$ cat src/rtl/mem_arb_pkg.sv
// Shared definitions for the instruction/data memory arbiter.
package mem_arb_pkg;

   localparam int ARB_DW          = 32;
   localparam int ARB_TIMEOUT_DEF = 16;

   typedef enum logic [1:0] {
      IDLE  = 2'd0,
      DATA  = 2'd1,
      FETCH = 2'd2,
      DONE  = 2'd3
   } arb_state_t;

   // True while the shared memory port is owned by a transaction.
   function automatic logic is_busy(input arb_state_t s);
      return (s == DATA) || (s == FETCH);
   endfunction

endpackage

$ cat src/rtl/mem_arb_timeout.sv
// Ack-wait watchdog: counts cycles spent waiting on the memory port and
// flags the cycle in which the LIMIT-th wait cycle completes.
module mem_arb_timeout
   import mem_arb_pkg::*;
#(
   parameter int LIMIT = ARB_TIMEOUT_DEF
) (
   input  logic clk,
   input  logic rst,
   input  logic clr,
   input  logic inc,
   output logic expired
);

   localparam int CW = $clog2(LIMIT + 1);

   logic [CW-1:0] cnt;

   // Cleared on every grant; saturates so a stuck port cannot wrap it.
   always_ff @(posedge clk or negedge rst) begin
      if (!rst)                         cnt <= '0;
      else if (clr)                     cnt <= '0;
      else if (inc && cnt != CW'(LIMIT)) cnt <= cnt + 1'b1;
   end

   // The edge that would bring the count to LIMIT is the expiry edge.
   assign expired = inc && (cnt == CW'(LIMIT - 1));

endmodule

$ cat src/rtl/mem_arbiter.sv
// Single-port memory arbiter between instruction fetch and data access.
// Data wins over fetch; one transaction at a time; stalls the datapath.
// Optional ack-wait timeout: define MEM_ARB_TIMEOUT_EN.
module mem_arbiter
   import mem_arb_pkg::*;
#(
   parameter int TIMEOUT_CYCLES = ARB_TIMEOUT_DEF
) (
   input  logic              clk,
   input  logic              rst,
   input  logic              if_req,
   input  logic [ARB_DW-1:0] if_addr,
   input  logic              d_req,
   input  logic              d_we,
   input  logic [ARB_DW-1:0] d_addr,
   input  logic [ARB_DW-1:0] d_wdata,
   output logic [ARB_DW-1:0] if_rdata,
   output logic [ARB_DW-1:0] d_rdata,
   output logic              if_valid,
   output logic              d_valid,
   output logic              stall,
   output logic              mem_req,
   output logic              mem_we,
   output logic [ARB_DW-1:0] mem_addr,
   output logic [ARB_DW-1:0] mem_wdata,
   input  logic [ARB_DW-1:0] mem_rdata,
   input  logic              mem_ack,
   output logic              err
);

   arb_state_t        state, state_nx;
   logic [ARB_DW-1:0] addr_q, wdata_q;
   logic              we_q;
   logic              served_d;  // current/last transaction is the data side
   logic              grant;
   logic              to_hit;    // wait limit reached without an ack
   logic              done_hit;

   assign grant    = (state == IDLE) && (if_req || d_req);
   assign done_hit = is_busy(state) && (mem_ack || to_hit);

`ifdef MEM_ARB_TIMEOUT_EN
   logic expired;

   mem_arb_timeout #(.LIMIT(TIMEOUT_CYCLES)) u_timeout (
      .clk     (clk),
      .rst     (rst),
      .clr     (grant),
      .inc     (is_busy(state)),
      .expired (expired)
   );

   // An ack arriving on the expiry edge still wins.
   assign to_hit = expired && !mem_ack;

   // Sticky error: only reset clears it.
   always_ff @(posedge clk or negedge rst) begin
      if (!rst)        err <= 1'b0;
      else if (to_hit) err <= 1'b1;
   end
`else
   assign to_hit = 1'b0;
   assign err    = 1'b0;
`endif

   // State register.
   always_ff @(posedge clk or negedge rst) begin
      if (!rst) state <= IDLE;
      else      state <= state_nx;
   end

   // Next state: data has priority at grant; DONE always returns to IDLE.
   always_comb begin
      state_nx = state;
      unique case (state)
         IDLE: begin
            if (d_req)       state_nx = DATA;
            else if (if_req) state_nx = FETCH;
         end
         DATA, FETCH: if (done_hit) state_nx = DONE;
         DONE:        state_nx = IDLE;
         default:     state_nx = IDLE;
      endcase
   end

   // Latch the winning request so later input changes cannot disturb it.
   always_ff @(posedge clk or negedge rst) begin
      if (!rst) begin
         addr_q   <= '0;
         wdata_q  <= '0;
         we_q     <= 1'b0;
         served_d <= 1'b0;
      end else if (grant) begin
         served_d <= d_req;
         addr_q   <= d_req ? d_addr : if_addr;
         we_q     <= d_req & d_we;
         wdata_q  <= d_req ? d_wdata : '0;
      end
   end

   // Capture return data; stores leave d_rdata alone, timeouts return 0.
   always_ff @(posedge clk or negedge rst) begin
      if (!rst) begin
         if_rdata <= '0;
         d_rdata  <= '0;
      end else if (done_hit) begin
         if (!served_d)  if_rdata <= mem_ack ? mem_rdata : '0;
         else if (!we_q) d_rdata  <= mem_ack ? mem_rdata : '0;
      end
   end

   assign mem_req   = is_busy(state);
   assign mem_we    = mem_req & we_q;
   assign mem_addr  = addr_q;
   assign mem_wdata = wdata_q;
   assign if_valid  = (state == DONE) && !served_d;
   assign d_valid   = (state == DONE) &&  served_d;
   // Reset gating keeps stall low even while requests are held during reset.
   assign stall     = rst && (mem_req || ((state == IDLE) && (if_req || d_req)));

endmodule
$ cat config.mk
export PLATFORM = sky130hd
export DESIGN_NAME = mem_arbiter
export DESIGN_NICKNAME = d
export VERILOG_FILES = /design/src/rtl/mem_arb_pkg.sv /design/src/rtl/mem_arb_timeout.sv /design/src/rtl/mem_arbiter.sv
export SDC_FILE = /design/constraint.sdc
export NUM_CORES = 1
export LEC_CHECK = 0
export CAP_MARGIN = 20
export CORE_ASPECT_RATIO = 0.8
export CORE_MARGIN = 2
export CORE_UTILIZATION = 40
export DETAILED_ROUTE_END_ITERATION = 10
export HOLD_SLACK_MARGIN = 0.12
export PLACE_DENSITY = 0.87
export RECOVER_POWER = 100
export SYNTH_ARGS = -nofsm -noshare
export SYNTH_HDL_FRONTEND = slang
export SYNTH_SLANG_ARGS = --single-unit
$ cat constraint.sdc
create_clock -name clk -period 2 [get_ports clk]
set_clock_uncertainty 0.2 [all_clocks]
set_input_delay 0.4 -clock clk [delete_from_list [all_inputs] [get_ports clk]]
set_output_delay 0.4 -clock clk [all_outputs]
set_load 0.05 [all_outputs]
==> results by group <==
Synthesis
  • YS warnings: 0
  • Post-synth ARST share: 100%
  • Top_reg_cell synth: dfrtp_1
  • Synth Instances: 387
  • Largest cells by area after synthesis: dfrtp_1, mux2_2, a22o_1
  • Mapped Area: 5320 µm²
  • Seq/Total Area, Yosys: 62.1%
  • Post-synth EDFFs: 0
  • Cell taking the most area after synthesis: dfrtp_1
  • #FFs+latches synth: 132
  • Cell variety after synth: 26
  • Synth top area share: 62.1%
  • Top cells by count, synth: dfrtp_1, mux2_2, a22o_1
  • Synthesized Nets: 523
  • Mapped Avg Cell Area: 13.8 µm²
  • Most frequent cell after synthesis: dfrtp_1

Critical path
  • Kind of critical path: input port to output port
  • Reg2reg path depth: 6
  • Launching point of the worst reg2reg path: state[1]
  • Buf+Inv Stages, Crit Path: 2
  • CP max-delay cell: clkdlybuf4s50_1
  • Required @ worst endpoint: 1400 ps
  • Crit-path cells: clkdlybuf4s50_1, or2_4, a21oi_4, nor2b_4, buf_12
  • Critical path depth: 5
  • Worst EP arrival: 1440 ps
  • Startpoint types: input port
  • Max stage delay on crit path: 440 ps
  • Top delay family on crit path: buffers and inverters
  • Crit path from: d_req
  • Crit path capture type: output port
  • Critical path peak fanout: 2

Detailed routing
  • Average wire per standard cell: 18.2 µm
  • Via count: 4,454
  • DRT iter0 DRCs: 237
  • Vias per std cell: 5.25
  • Post-route antenna net violation count: 0
  • WL final: 15,500 µm
  • DRC: 0
  • DRT Pass-1 Iters: 5

Status
  • Status: complete, but fails checks
  • Failing checks: setup timing

Global route
  • Largest net degree at the start of global routing: 133
  • Initial antenna violation count: 1
  • GR Layer Usage met2: 38.3%
  • Most Crowded Layer GR: met2
  • Total gr overflow: 0
  • Vias in the first global route: 4,575
  • First-pass GRT wire length: 24,200 µm
  • Met1 Track Usage GR: 25.8%
  • Met3 Use GR: 6.62%
  • GRT Overall Usage: 21.8%

Final layout
  • Design Area, Final: 8230 µm²
  • Fin nets: 795
  • Fraction of layout cells with a size suffix above 1: 38.1%
  • Fin cells: 848
  • Synthesis-to-finish area growth: 54.6%
  • Final Core Density: 63.7%

Timing
  • PnR worst setup slack: -41.0 ps
  • # setup viols final: 2
  • Pin slew with the least headroom to its limit: 1020 ps
  • Tmin final: 2040 ps
  • Period utilization: 102%
  • Slew Limit Fails: 0
  • Unrepaired setup endpoints after global routing: true
  • Final hold violations: 0
  • Slew headroom: 31.7%
  • Fmax: 490 MHz

Die
  • Initial core utilization: 41.2%
  • Core area: 12,900 µm²
  • Die area: 14,200 µm²
  • Die Y: 107 µm
  • IO Count: 268
  • Num rows: 37
  • Die X: 133 µm

CTS
  • CTS Sinks: 132
  • CTS tree: done
  • Root buffer cell: clkbuf_16
  • Num CTS Buffers: 17
  • H-tree levels: 4
  • Max Buffers Root-to-Sink: 2
  • Clock-pin slew on the worst setup and hold paths: 60 ps
  • Clk_lat worst skew: 390 ps

Placed design
  • RD Place Congestion: 0.797
  • Placed cell area: 7890 µm²
  • DP HPWL: 11,000 µm
  • Count of buffers from port buffering: 266
  • Placed instance count: 811

Worst hold path
  • WHS Path Cells: 1
  • Hold Path Origin: d_rdata[6]
  • Min-Delay Path Class: flip-flop to flip-flop

Run
  • Max-Cap Viols: 0
==> sequential cells by signal, summed over array words and instances (netlist names) <==
| register | flops |
|---|---|
| mem_addr | 32 |
| served_d | 1 |
| d_rdata | 32 |
| if_rdata | 32 |
| mem_wdata | 32 |
| we_q | 1 |
| state | 2 |
==> timing repair <==
action / 4_1_cts / 5_1_grt
hold buffers: 1 / 0
pin swaps: 3 / 0
buffers inserted: 3 / 0
hold endpoints to repair: 132 / 0
gates resized for setup: 7 / 2
setup endpoints to repair: 3 / 37
==> layer usage <==
| layer | up-vias | wire length (µm) |
|---|---|---|
| met5 | - | 0 |
| met4 | 0 | 192 |
| met3 | 16 | 1110 |
| met2 | 221 | 8080 |
| met1 | 2207 | 6090 |
| li1 | 2010 | - |
==> stage by stage <==
| step | worst slack, ps | hold slack (ps) | TNS [ps] |
|---|---|---|---|
| after global routing | -107 | 310 | -279 |
| after global placement | -254 | 282 | -11100 |
| after floorplan | 39.7 | -95.6 | 0 |
| final | -41.0 | 300 | -81.3 |
| after CTS | -48.0 | 300 | -95.4 |
| after detailed placement | -321 | 286 | -14180 |
==> area by class of cell <==
class / count / area, µm²
Clock buffer: 19 / 443
Clock inverter: 13 / 149
Fill cell: 991 / 4690
Sequential cell: 132 / 3300
Multi-Input combinational cell: 220 / 1840
Antenna cell: 1 / 2.50
Inverter: 3 / 11.3
Tap cell: 175 / 219
Timing Repair Buffer: 285 / 2260
==> final timing paths <==
check,end,slack [ps]
max in group asynchronous,if_rdata[5],180
setup reg to reg,d_rdata[28],120
min in group asynchronous,if_rdata[9],690
hold / removal,d_rdata[6],300
hold reg to reg,d_rdata[6],300
setup / recovery,stall,-40
==> cells in the final DEF, fill, tap and decap left out, types with 15 or more instances in the layout <==
master	instances
clkbuf_2	128
a22o_1	33
clkdlybuf4s50_1	131
o32ai_1	32
mux2_2	62
nor2_1	32
dfrtp_1	132
clkbuf_16	17
o22ai_1	32
buf_4	15
==> kinds of logic after synthesis <==
family	Yosys count	share of synthesized area, %
adder cells (fa/ha/maj)	2	0.470
multiplexers	64	13.5
AO/OA/AOI/OAI	103	15.0
flip-flops	132	62.1
AND/OR/NAND/NOR	50	4.63
other	1	0.0705
buffers and inverters	35	4.19
Power is not shown: default switching activity piles up to over one toggle a cycle in this logic, so the estimate is an artifact.
